`src/rtl/spi_master_core_pkg.sv`:
```
// Shared definitions for the SPI master core: FSM encoding and register bit positions.
// Latency: n/a (definitions only).
// Backpressure: n/a.
package spi_master_core_pkg;

   // Transfer sequencer states
   typedef enum logic [1:0] {
      ST_IDLE  = 2'd0,
      ST_LOAD  = 2'd1,
      ST_SHIFT = 2'd2,
      ST_DONE  = 2'd3
   } state_t;

   // CONFIG register bit positions ([7:4] is the divider field)
   localparam int CFG_CPOL    = 0;
   localparam int CFG_CPHA    = 1;
   localparam int CFG_LSBF    = 2;
   localparam int CFG_IE      = 3;
   localparam int CFG_DIV_LSB = 4;

   // CMD register bit positions
   localparam int CMD_START   = 0;
   localparam int CMD_CLRDONE = 1;
   localparam int CMD_CLROVR  = 2;

   // STATE register bit positions
   localparam int STS_TXFULL = 0;
   localparam int STS_BUSY   = 1;
   localparam int STS_RXFULL = 2;
   localparam int STS_DONE   = 3;
   localparam int STS_OVR    = 4;

   // SCLK edges per byte (8 leading + 8 trailing)
   localparam logic [4:0] EDGE_COUNT = 5'd16;

endpackage

```
`src/rtl/spi_clk_gen.sv`:
```
// SCLK divider: toggles SCLK every DIV+1 PCLK cycles while enabled, flags leading/trailing edges.
// Latency: edge pulse is combinational in the cycle before SCLK visibly toggles.
// Backpressure: none; SCLK parks at CPOL whenever disabled.
module spi_clk_gen
   import spi_master_core_pkg::*;
#(
   parameter int DIV_W = 4
) (
   input  logic             i_PCLK,
   input  logic             i_PRESET,
   input  logic             en,
   input  logic             cpol,
   input  logic [DIV_W-1:0] div,
   output logic             sclk,
   output logic             lead,
   output logic             trail
);

   logic [DIV_W-1:0] div_cnt;
   logic             sclk_q;
   logic             tick;

   assign tick = en && (div_cnt == div);

   // Divider counter and SCLK toggle; restart from the idle level when disabled
   always_ff @(posedge i_PCLK or posedge i_PRESET) begin
      if (i_PRESET) begin
         div_cnt <= '0;
         sclk_q  <= 1'b0;
      end else if (!en) begin
         div_cnt <= '0;
         sclk_q  <= cpol;
      end else if (tick) begin
         div_cnt <= '0;
         sclk_q  <= ~sclk_q;
      end else begin
         div_cnt <= div_cnt + DIV_W'(1);
      end
   end

   // A toggle away from the idle level is a leading edge, back towards it a trailing edge
   assign lead  = tick && (sclk_q == cpol);
   assign trail = tick && (sclk_q != cpol);
   assign sclk  = en ? sclk_q : cpol;

endmodule

```
`src/rtl/spi_master_core.sv`:
```
// SPI master: register-strobe interface, one byte per START, modes 0-3, MSB/LSB first.
// Latency: 1 LOAD cycle + 16*(DIV+1) SHIFT cycles + 1 DONE cycle per byte.
// Backpressure: START ignored unless idle with TXHOLD full; CONFIG writes ignored while busy.
module spi_master_core
   import spi_master_core_pkg::*;
#(
   parameter int DIV_W = 4
) (
   input  logic       i_PCLK,
   input  logic       i_PRESET,
   input  logic       i_WR0,
   input  logic       i_WR1,
   input  logic       i_WR2,
   input  logic       i_WR3,
   input  logic       i_DR0,
   input  logic       i_DR1,
   input  logic       i_DR2,
   input  logic       i_DR3,
   input  logic [7:0] i_PWDATA,
   output logic [7:0] o_PRDATA,
   output logic       o_SCLK,
   output logic       o_MOSI,
   input  logic       i_MISO,
   output logic       o_SS_n,
   output logic       o_IRQ
);

   state_t     state_q, state_d;
   logic [7:0] cfg_q, txhold_q, rxdata_q, sh_q;
   logic [4:0] edge_cnt_q;
   logic       txfull_q, rxfull_q, done_q, ovr_q;
   logic       mosi_q, ss_n_q;
   logic       busy, start_req, lead, trail, edge_p, last_edge;
   logic       cpha, lsbf, sample_now, drive_now, done_set;
   logic [7:0] status;
   logic       unused_dr3;

   assign unused_dr3 = i_DR3;

   assign busy      = (state_q == ST_LOAD) || (state_q == ST_SHIFT);
   assign start_req = (state_q == ST_IDLE) && i_WR3 && i_PWDATA[CMD_START] && txfull_q;
   assign edge_p    = lead || trail;
   assign last_edge = edge_p && (edge_cnt_q == EDGE_COUNT - 5'd1);
   assign cpha      = cfg_q[CFG_CPHA];
   assign lsbf      = cfg_q[CFG_LSBF];
   assign done_set  = (state_q == ST_DONE);
   // The final trailing edge in CPHA=0 must not shift, so MOSI keeps the last data bit
   assign sample_now = cpha ? trail : lead;
   assign drive_now  = cpha ? lead  : (trail && !last_edge);

   spi_clk_gen #(.DIV_W(DIV_W)) u_clk_gen (
      .i_PCLK   (i_PCLK),
      .i_PRESET (i_PRESET),
      .en       (state_q == ST_SHIFT),
      .cpol     (cfg_q[CFG_CPOL]),
      .div      (DIV_W'(cfg_q[7:CFG_DIV_LSB])),
      .sclk     (o_SCLK),
      .lead     (lead),
      .trail    (trail)
   );

   // FSM state register
   always_ff @(posedge i_PCLK or posedge i_PRESET) begin
      if (i_PRESET) state_q <= ST_IDLE;
      else          state_q <= state_d;
   end

   // FSM next-state logic
   always_comb begin
      state_d = state_q;
      case (state_q)
         ST_IDLE:  if (start_req) state_d = ST_LOAD;
         ST_LOAD:  state_d = ST_SHIFT;
         ST_SHIFT: if (last_edge) state_d = ST_DONE;
         ST_DONE:  state_d = ST_IDLE;
         default:  state_d = ST_IDLE;
      endcase
   end

   // CONFIG is frozen for the duration of a transfer
   always_ff @(posedge i_PCLK or posedge i_PRESET) begin
      if (i_PRESET)           cfg_q <= 8'h00;
      else if (i_WR0 && !busy) cfg_q <= i_PWDATA;
   end

   // TX holding register; a new write in the LOAD cycle re-arms TXFULL
   always_ff @(posedge i_PCLK or posedge i_PRESET) begin
      if (i_PRESET) begin
         txhold_q <= 8'h00;
         txfull_q <= 1'b0;
      end else begin
         if (state_q == ST_LOAD) txfull_q <= 1'b0;
         if (i_WR1) begin
            txhold_q <= i_PWDATA;
            txfull_q <= 1'b1;
         end
      end
   end

   // Shifter, edge counter, MOSI and slave select
   always_ff @(posedge i_PCLK or posedge i_PRESET) begin
      if (i_PRESET) begin
         sh_q       <= 8'h00;
         edge_cnt_q <= 5'd0;
         mosi_q     <= 1'b0;
         ss_n_q     <= 1'b1;
      end else if (state_q == ST_LOAD) begin
         sh_q       <= txhold_q;
         edge_cnt_q <= 5'd0;
         mosi_q     <= lsbf ? txhold_q[0] : txhold_q[7];
         ss_n_q     <= 1'b0;
      end else if (state_q == ST_SHIFT) begin
         if (edge_p)     edge_cnt_q <= edge_cnt_q + 5'd1;
         if (sample_now) sh_q <= lsbf ? {i_MISO, sh_q[7:1]} : {sh_q[6:0], i_MISO};
         if (drive_now)  mosi_q <= lsbf ? sh_q[0] : sh_q[7];
         if (last_edge)  ss_n_q <= 1'b1;
      end
   end

   // Receive data and status flags; flag sets in DONE win over same-cycle clears
   always_ff @(posedge i_PCLK or posedge i_PRESET) begin
      if (i_PRESET) begin
         rxdata_q <= 8'h00;
         rxfull_q <= 1'b0;
         done_q   <= 1'b0;
         ovr_q    <= 1'b0;
      end else begin
         if (i_DR1 || i_WR2)                  rxfull_q <= 1'b0;
         if (i_WR3 && i_PWDATA[CMD_CLRDONE])  done_q   <= 1'b0;
         if (i_WR3 && i_PWDATA[CMD_CLROVR])   ovr_q    <= 1'b0;
         if (done_set) begin
            rxdata_q <= sh_q;
            rxfull_q <= 1'b1;
            done_q   <= 1'b1;
            if (rxfull_q && !i_DR1) ovr_q <= 1'b1;
         end
      end
   end

   assign status = {3'b000, ovr_q, done_q, rxfull_q, busy, txfull_q};

   // Read mux, DR0 > DR1 > DR2
   always_comb begin
      o_PRDATA = 8'h00;
      if (i_DR0)      o_PRDATA = status;
      else if (i_DR1) o_PRDATA = rxdata_q;
      else if (i_DR2) o_PRDATA = cfg_q;
   end

   assign o_MOSI = mosi_q;
   assign o_SS_n = ss_n_q;
   assign o_IRQ  = done_q && cfg_q[CFG_IE];

endmodule

```
`config.mk`:
```
export PLATFORM = sky130hd
export DESIGN_NAME = spi_master_core
export DESIGN_NICKNAME = d
export VERILOG_FILES = /design/src/rtl/spi_master_core_pkg.sv /design/src/rtl/spi_clk_gen.sv /design/src/rtl/spi_master_core.sv
export SDC_FILE = /design/constraint.sdc
export NUM_CORES = 1
export LEC_CHECK = 0
export ABC_AREA = 1
export CAP_MARGIN = 20
export CORE_UTILIZATION = 60
export DETAILED_ROUTE_END_ITERATION = 12
export PLACE_DENSITY = 0.83
export SLEW_MARGIN = 20
export SYNTH_ARGS = -nofsm -noshare
export SYNTH_HDL_FRONTEND = slang
export SYNTH_SLANG_ARGS = --single-unit
```
`constraint.sdc`:
```
create_clock -name i_PCLK -period 2.35 [get_ports i_PCLK]
set_input_delay 0.3525 -clock i_PCLK [delete_from_list [all_inputs] [get_ports i_PCLK]]
set_output_delay 0.3525 -clock i_PCLK [all_outputs]
set_load 0.02 [all_outputs]
```
Yosys cells after proc, flatten, opt, wreduce, memory -nomap -nowiden
Index checks and enable logic that the tools add are counted.
Cells by class
  equality and inequality tests: 10
  mux-type cells: 37
  add/sub/neg operators: 2
  multipliers: 0
  reductions and logical operators: 33
  divide/modulo/power cells: 0
  shift operators: 0
  bitwise operators: 1
  $lt $le $gt $ge: 0
Operator list (number)
  2-to-1 mux 8 bit: 7
  2-to-1 mux 1 bit: 22
  nonzero test 2 bit: 8
  2-to-1 mux 5 bit: 3
  logical AND 1 bit: 13
  AND reduction 2 bit: 5
  2-to-1 mux 4 bit: 2
  one-hot mux 2 bit (4 select lines): 1
  inequality test 2 bit, second input constant: 3
  adder 5 x 1 -> 5 bit, second input constant: 1
  == test 5 x 4 -> 1 bit, second input constant: 1
  adder 4 x 1 -> 4 bit, second input constant: 1
  == test 2 bit, second input constant: 2
  == test 4 bit: 1
  2-to-1 mux 2 bit: 2
  logical NOT 1 bit: 3
  logical OR 1 bit: 3
  == test 2 x 1 -> 1 bit, second input constant: 1
  logical NOT 2 bit: 1
  == test 1 bit: 1
  inequality test 1 bit: 1
  NOT 1 bit: 1
Storage, ports and cells
  memories kept: 0
  latch bits: 0
  bits in writable memories: 0
  logic and storage cells: 97
  flip-flop bits (word level): 50
  ROM bits: 0
  bits of input ports: 19

Depth between registers and ports, before layout
Gate-level depths: netlist of run 1.
  depth in word-level cells: 11
  depth in mapped cells: 10
  gate-level depth less buffers: 10

Modules after synthesis
A second synthesis of run 1 with hierarchy kept.
Second synthesis, totals
  cells, all modules: 338
  area, all modules: 2641.3 sq um
By module, submodules not included
  spi_master_core: sequential area each 1127.3 sq um, area each 2293.4 sq um, cells each 286, times used 1
  spi_clk_gen: sequential area each 125.1 sq um, area each 347.8 sq um, cells each 52, times used 1

Worst setup path after synthesis of run 1
Ideal clock, no wire load.
  path kind: reg-to-output
  start: reg state_q[0]
  end: out o_PRDATA[1]
  stages on the path, launching flop included: 6
  setup slack: 0.604 ns
  arrival time: 1.394 ns
  data required time: 1.997 ns
  path through: dfrtp_1 inv_1 ha_1 clkbuf_2 inv_1 a22oi_1
Between the ends
  word-level cells in the longest chain between the ends: 3
  elaborated cells between the ends (all ways): 4
  classes of those cells: 2 x eq/ne; 1 x mux; 1 x reduce/logical
RTL lines
  start: declaration: RTL line spi_master_core.sv:28  | state_t state_q, state_d;
  start signal: assignment: RTL line spi_master_core.sv:65  | else state_q <= state_d;
  == test 2 x 1 -> 1 bit / == test 2 bit (equally long branches): RTL line spi_master_core.sv:40  | assign busy = (state_q == ST_LOAD) || (state_q == ST_SHIFT);
  logical OR 1 bit (*): RTL line spi_master_core.sv:40
  2-to-1 mux 8 bit (*): RTL line spi_master_core.sv:145  | if (i_DR0) o_PRDATA = status;
  end: declaration: RTL line spi_master_core.sv:20  | output logic [7:0] o_PRDATA,
Mark *: on every way between the ends. The rest lies on a longest branch, timed or not.

Final worst setup path of run 1
  start: in i_DR1
  end: out o_PRDATA[7]
Between the ends
  word-level cells in the longest chain between the ends: 2
RTL lines
  start: declaration: RTL line spi_master_core.sv:16  | input logic i_DR1,
  2-to-1 mux 8 bit: RTL line spi_master_core.sv:146  | else if (i_DR1) o_PRDATA = rxdata_q;
  2-to-1 mux 8 bit: RTL line spi_master_core.sv:145
Every way passes these cells.

==> summary.txt, run 1 <==
Run status
  – Status: finished, final reports clean

Critical path
  – CP Capture Type: output port
  – Crit path required time: 2.00 ns
  – CP peak stage delay: 0.66 ns
  – CP Data Arrival Time: between 1.5 and 2 ns
  – Cell chain of the critical path: clkdlybuf4s50_1 -> buf_4 -> a21oi_1 -> a211oi_1 -> clkdlybuf4s50_1
  – WS Path Type: in -> out
  – Setup crit start kind: primary input
  – CP dominant cell by count: clkdlybuf4s50_1
  – Critical-path maximum fanout: 6
  – CP max-delay cell: clkdlybuf4s50_1

GRT
  – GRT Util Overall: 27.91%
  – Overflow after GRT: 0
  – Vias in the first global route: 2041
  – First-pass GRT wire length: 9.308 mm
  – Initial antenna violation count: 0
  – Largest net degree at the start of global routing: 27

Timing
  – Final Max Tran Viols: 0
  – Hold Fails Final Rpt: 0
  – Period utilization: 99.84%
  – Skew final: 0.01192 ns
  – Worst-margin pin slew: ~0.46 ns
  – Slew HR: 69.06%
  – Fin worst setup slack: 0.003822 ns
  – Worst hold slack: 0.2896 ns
  – Final setup viols: 0
  – Fmax: 426.2 MHz
  – Period minus WS final: around 2.3 ns

Pwr
  – Cell Pwr Density: 1204 nW/µm²
  – Pwr Total: 3.703 mW
  – Worst VDD drop: between 0.7 and 0.8 mV
  – Leakage Power: 1.522 nW

Drt
  – Vias per std cell: 5.423
  – Avg WL per Cell: 14.27 µm
  – Initial DRC Count: ~180
  – Total Routed Length: 5.708 mm
  – Routed via count: 2169
  – Pre-Repair DR Iteration Count: 6
  – DRC violations left: 0
  – Post-DRT Antenna Nets: 0

Synth
  – Count leader, synth: nand2_1
  – Number of synthesized register bits: 50
  – Cell taking the most area after synthesis: dfrtp_1
  – Synth top area cells: dfrtp_1 (47%), nand2_1 (12%), o21ai_0 (8.9%), inv_1 (5.4%), ha_1 (3.9%)
  – Primary FF master, synth: dfrtp_1
  – Post-synth top cells: nand2_1 (82), dfrtp_1 (49), o21ai_0 (46), inv_1 (37), nand3_1 (19)
  – YS warnings: 0
  – Post-synth EDFFs: 0
  – Yosys top cell area share: 47.43%
  – Post-synthesis average cell area: roughly 8.2 µm²
  – Mapped Nets: about 340
  – Synth async-reset ratio: 100.0%
  – Mapped cell area: 2585 µm²
  – Post-Syn Instances: approximately 320
  – Sequential element share of the synthesized area: 48.45%
  – Synth unique cells: 32

Clock tree
  – CTS sink cnt: 50
  – CTS Hold Buffers Added: 0
  – Clock slew at reported path FFs: 0.10 ns
  – Clock root cell: clkbuf_8
  – Worst-Skew Late Latency: 0.31 ns
  – H-tree levels: 2
  – Max clock buf depth: 2
  – CTS tree: yes
  – TritonCTS buffer count: 5

Min path
  – Min-Delay Path Class: in -> async

Floorplanning
  – Core area: 4058 µm²
  – Die Width: 67.64 µm
  – Overall die height: 67.64 µm
  – Top-level port count: 31
  – Die Area: 4574 µm²
  – Initial core utilization: 63.71%
  – Row count: 23

Cells and area
  – Antenna diode count: 0
  – Fin util: 75.76%
  – Fillers: 294
  – Area Overhead vs Synth: 18.93%
  – Nets@finish: about 380
  – Ratio of cells with drive above 1 in the final layout: 8.000%
  – Cell area after layout: 3074 µm²

Placement
  – Post-placement setup slack: ~0.046 ns
  – Gpl congestion: 0.8054
  – Port buffer count: 29
  – Final HPWL DP: 4.213 mm
  – Post-Place Cell Area: 2953 µm²

Run
  – Max-Cap Viols: 0
## area by class of cell
cell class	count	area, µm²	share of cell area [%]
Sequential cell	50	1252	40.74
Inverter	37	138.9	4.518
Multi-Input combinational cell	218	1139	37.04
Tap cell	50	62.56	2.035
Timing Repair Buffer	37	371.6	12.09
Clock buffer	6	72.57	2.361
Clock inverter	2	37.54	1.221
## layer usage
layer	up-vias	wire [µm]	share of wire, %	global-route usage [%]
met2	77	2652	46	44.68
met5	-	0	0	0
met4	0	80	1.4	8.777
met1	988	2574	45	37.95
li1	1095	-	-	-
met3	9	402	7.0	5.405
## timing repair
item / in CTS / in global routing
endpoints found under the setup margin: 1 / 5
setup buffers: 0 / 0
endpoints found under the hold margin: 0 / 0
cloned: 0 / 0
resized for setup: 1 / 5
## power breakdown
group / switching (mW) / total (mW) / internal [mW]
logic: 1.09 / 1.71 / 0.620
registers: 0.248 / 1.40 / 1.15
clock network: 0.283 / 0.600 / 0.318
total: 1.62 / 3.70 / 2.09
## per-stage QoR
| step | setup TNS (ns) | instances |
|---|---|---|
| 2_1_floorplan | 0 | 317 |
| 3_3_place_gp | 0 | 392 |
| 3_5_place_dp | 0 | 392 |
| 4_1_cts | 0 | 400 |
| 5_1_grt | -0.07773 | 400 |
| 6_report | 0 | 400 |
## final timing paths
check	start	to	slack [ns]	cells after the start
worst max-delay path	i_DR1	o_PRDATA[7]	0.004	5
worst min-delay path	i_PRESET	txhold_q[6]	0.29	2
worst max register to register	state_q[0]	state_q[0]	0.44	10
worst min register to register	rxdata_q[0]	rxdata_q[0]	0.47	2
max in group asynchronous	i_PRESET	o_SS_n	1.50	3
min in group i_PCLK	rxdata_q[0]	rxdata_q[0]	0.47	2
## cell usage in the layout, fill, tap and decap left out, types with 2 or more instances in the layout
| master | netlist | routed |
|---|---|---|
| nand4_2 | 2 | 2 |
| ha_1 | 8 | 7 |
| dfrtp_1 | 49 | 49 |
| o31ai_1 | 2 | 2 |
| xnor2_1 | 4 | 4 |
| clkbuf_8 | 0 | 5 |
| nand2_1 | 82 | 82 |
| nor2_1 | 15 | 15 |
| nand3_1 | 19 | 19 |
| a211oi_1 | 2 | 2 |
| o22ai_1 | 2 | 2 |
| nand2_2 | 3 | 3 |
| a21oi_1 | 15 | 15 |
| dlymetal6s2s_1 | 0 | 4 |
| nor3_1 | 4 | 4 |
| nand4_1 | 2 | 2 |
| o21ai_0 | 46 | 46 |
| buf_4 | 1 | 7 |
| clkdlybuf4s50_1 | 0 | 24 |
| inv_1 | 37 | 36 |
| o21ai_1 | 3 | 3 |
## cells by family after synthesis
family / Yosys count / synth area share [%]
AO/OA/AOI/OAI: 73 / 14.86
XOR/XNOR: 6 / 2.323
adder cells (fa/ha/maj): 8 / 3.872
buffers and inverters: 49 / 7.599
flip-flops: 50 / 48.45
AND/OR/NAND/NOR: 131 / 22.89
## critical path, delay by kind of cell
kind,cells,cell delay [ns]
AO/OA/AOI/OAI,2,0.27
buffers and inverters,3,1.38
## state kept, by name, indices dropped and copies added, names as in the netlist, 2 cells and up
name	cells
u_clk_gen.div_cnt	4
txhold_q	8
edge_cnt_q	5
sh_q	8
rxdata_q	8
state_q	2
cfg_q	8
No activity file was read; power rests on OpenSTA's default activity.
==> inputs of run 2 (changes only) <==
--- a/config.mk
+++ b/config.mk
@@ -7,10 +7,11 @@
 export LEC_CHECK = 0
 export ABC_AREA = 1
 export CAP_MARGIN = 20
-export CORE_UTILIZATION = 60
+export CORE_UTILIZATION = 57
 export DETAILED_ROUTE_END_ITERATION = 12
-export PLACE_DENSITY = 0.83
+export PLACE_DENSITY = 0.79
 export SLEW_MARGIN = 20
 export SYNTH_ARGS = -nofsm -noshare
 export SYNTH_HDL_FRONTEND = slang
+export SYNTH_HIERARCHICAL = 1
 export SYNTH_SLANG_ARGS = --single-unit
==> summary.txt, run 2 <==
Run status
  – Status: finished, final reports clean

Placement
  – Placed Instances: 419 (+6.9%)
  – Post-placement setup slack: -0.01283 ns (-0.05911 ns)
  – Final HPWL DP: 4.217 mm (about the same)
  – Port buffer count: 29 (unchanged)
  – Gpl congestion: 0.8315 (+3.2%)

GRT
  – Vias in the first global route: 2204 (+8.0%)
  – First-pass GRT wire length: 9.908 mm (+6.4%)
  – Initial antenna violation count: 0 (unchanged)
  – Overflow after GRT: 0 (unchanged)
  – Largest net degree at the start of global routing: 46 (+70%)
  – GRT Util Overall: 26.07% (-1.8 points)

Pwr
  – Cell Pwr Density: 1153 nW/µm² (-4.3%)
  – Sequential share of power: 38.8% (+1.1 points)
  – Clock power share: 14.7% (-1.5 points)
  – Leakage Power: 1.618 nW (+6.3%)
  – Logic gate share of total power: 46.5% (+0.4 points)
  – Sw frac: 43.72% (about the same)
  – Worst VDD drop: 0.6706 mV (-5.6%)
  – Internal power: 2.013 mW (-3.5%)
  – Switching pwr: 1.563 mW (-3.3%)

Synth
  – Post-synthesis average cell area: 7.814 µm² (-4.2%)
  – Yosys top cell area share: 46.42% (-1.0 points)
  – Synth Area in Adders: 3.790% (-0.083 points)
  – Post-synth top cells: nand2_1 (120), dfrtp_1 (49), inv_1 (41), o21ai_0 (28), nand3_1 (20)
  – Synth unique cells: 29 (-9.4%)
  – Sequential element share of the synthesized area: 47.42% (-1.0 points)
  – Mapped Nets: 365 (+6.1%)
  – Synth async-reset ratio: 100.0% (unchanged)
  – Post-Synth Simple-Gate Area: 26.15% (+3.3 points)
  – Post-Syn Instances: 338 (+6.6%)
  – Primary FF master, synth: dfrtp_1
  – Mapped cell area: 2641 µm² (+2.2%)
  – Post-synthesis mux area share: 2.984% (+3.0 points)
  – Synth Area in Compound Gates: 10.14% (-4.7 points)
  – Largest family of logic cells by synthesized area: simple AND/OR/NAND/NOR gates
  – Synth top area cells: dfrtp_1 (46%), nand2_1 (17%), inv_1 (5.8%), o21ai_0 (5.3%), ha_1 (3.8%)
  – Post-synth EDFFs: 0 (unchanged)
  – Cell taking the most area after synthesis: dfrtp_1
  – Synth Area in XOR/XNOR: 0.9948% (-1.3 points)
  – Count leader, synth: nand2_1
  – Number of synthesized register bits: 50 (unchanged)
  – YS warnings: 6 (+6)

Critical path
  – CP Capture Type: output port
  – WS Path Type: in -> out
  – Cells on worst reg2reg path: 12 (+2)
  – Crit path required time: 2.00 ns (about the same)
  – CP Data Arrival Time: 1.93 ns (-0.06 ns)
  – Critical-path maximum fanout: 9 (+3)
  – Setup crit start kind: primary input

Cells and area
  – Fin util: 70.27% (-5.5 points)
  – Commonest non-fill, non-tap cell in the layout: nand2_1
  – Finished Layout Cells: 427 (+6.8%)
  – Nets@finish: 401 (+6.6%)
  – Most frequent cells in the layout: nand2_1 (120), dfrtp_1 (49), inv_1 (40), o21ai_0 (28), clkdlybuf4s50_1 (22)
  – Ratio of cells with drive above 1 in the final layout: 10.13% (+2.1 points)
  – Antenna diode count: 0 (unchanged)
  – Fillers: 373 (+27%)
  – Area Overhead vs Synth: 17.43%

Clock tree
  – Max clock buf depth: 2 (unchanged)
  – Clock root cell: clkbuf_8
  – CTS sink cnt: 50 (unchanged)
  – TritonCTS buffer count: 5 (unchanged)
  – CTS tree: yes
  – Postcts setup bufs: 0 (unchanged)
  – H-tree levels: 2 (unchanged)
  – Clock slew at reported path FFs: 0.09 ns (about the same)
  – Worst-Skew Late Latency: 0.32 ns (about the same)

Timing
  – Slew HR: 61.82% (-7.2 points)
  – Fmax: 438.1 MHz (+2.8%)
  – Worst-margin pin slew: 0.5727 ns (+0.1091 ns)
  – Sum of negative setup slack: 0 ns (unchanged)
  – Fin worst setup slack: 0.06728 ns (+0.06346 ns)
  – RSZ-0062 raised after global routing: no
  – Hold Fails Final Rpt: 0 (unchanged)
  – Period minus WS final: 2.283 ns (-0.06346 ns)
  – Period utilization: 97.14% (-2.7 points)
  – Final Max Tran Viols: 0 (unchanged)
  – Worst hold slack: 0.2649 ns (-0.02471 ns)
  – Final setup viols: 0 (unchanged)
  – Skew final: 0.01095 ns (-0.0009704 ns)

Drt
  – Pre-Repair DR Iteration Count: 4 (-2)
  – Avg WL per Cell: 13.52 µm (-5.2%)
  – Total Routed Length: 5.774 mm (+1.2%)
  – Initial DRC Count: 125 (-29%)
  – DRC violations left: 0 (unchanged)
  – Vias per std cell: 5.295 (-2.3%)
  – Post-DRT Antenna Nets: 0 (unchanged)
  – Routed via count: 2261 (+4.2%)

Run
  – Max-Cap Viols: 0 (unchanged)

Floorplanning
  – Initial core utilization: 59.84% (-3.9 points)
  – Die Area: 4910 µm² (+7.3%)
  – Top-level port count: 31 (unchanged)
  – Overall die height: 70.07 µm (+3.6%)
  – Core area: 4414 µm² (+8.8%)
  – Row count: 24 (+4.3%)
  – Die Width: 70.07 µm (+3.6%)

Min path
  – Min-Delay Path Class: in -> async
-- run 2: cell types whose count changed in the layout (fill, tap and decap cells not counted), moves of 3 or more --
cell and delta:
inv_1 +4, mux2_2 +7, nand2_1 +38, nor2_2 +3
nor3_1 -3, o21ai_0 -18, o21ai_1 -3
-- run 2: cell families after synthesis --
logic type               Yosys count
buffers and inverters             53
multiplexers                       7
adder cells (fa/ha/maj)            8
XOR/XNOR                           3
AND/OR/NAND/NOR                  167
flip-flops                        50
AO/OA/AOI/OAI                     50
-- run 2: stage by stage --
stage	instance area, µm²	power [mW]
after floorplan	2641	2.596
after global placement	3003	3.003
after detailed placement	3003	3.078
after CTS	3092	3.577
after global routing	3102	3.894
final	3102	3.576
-- run 2: layer usage --
layer / up-vias / GRT usage, % / part of all wire [%]
met3: 18 / 4.906 / 3.8
li1: 1125 / - / -
met5: - / 0 / 0
met1: 1060 / 33.14 / 45
met2: 58 / 44.02 / 48
met4: 0 / 10.22 / 2.6
-- run 2: path summary, 6_finish.rpt --
check / startpoint / to / slack [ns]
worst max-delay path: i_DR1 / o_PRDATA[3] / 0.07
worst min register to register: sh_q[2] / sh_q[2] / 0.49
worst min-delay path: i_PRESET / u_clk_gen/div_cnt[3] / 0.26
worst max register to register: cfg_q[4] / sh_q[5] / 0.42
min in group i_PCLK: sh_q[2] / sh_q[2] / 0.49
max in group asynchronous: i_PRESET / sh_q[0] / 1.44
-- run 2: what timing repair did --
action / CTS / global route
cloned: 0 / 0
setup endpoints to repair: 3 / 4
hold buffers: 0 / 0
resized for setup: 3 / 4
-- run 2: worst max-delay path: stages --
cell,delay (ns)
clkdlybuf4s50_1,0.53
buf_4,0.20
a21oi_1,0.08
a21oi_1,0.15
clkdlybuf4s50_1,0.62
-- run 2: cell type report --
class / instances / area [µm²] / share of cell area, %
clock inverter: 3 / 23.77 / 0.7664
clock buffer: 5 / 68.82 / 2.219
multi-input combinational: 235 / 1164 / 37.52
sequential: 50 / 1252 / 40.38
inverter: 45 / 171.4 / 5.526
timing repair buffer: 37 / 356.6 / 11.50
tap: 52 / 65.06 / 2.098
-- run 2: power groups by stage --
stage	logic, mW	clock network [mW]	registers, mW
finish	1.66	0.525	1.39
floorplan	1.27	0	1.32
detailed placement	1.68	0	1.40
CTS	1.67	0.527	1.38
global placement	1.62	0	1.38
global route	1.91	0.567	1.42
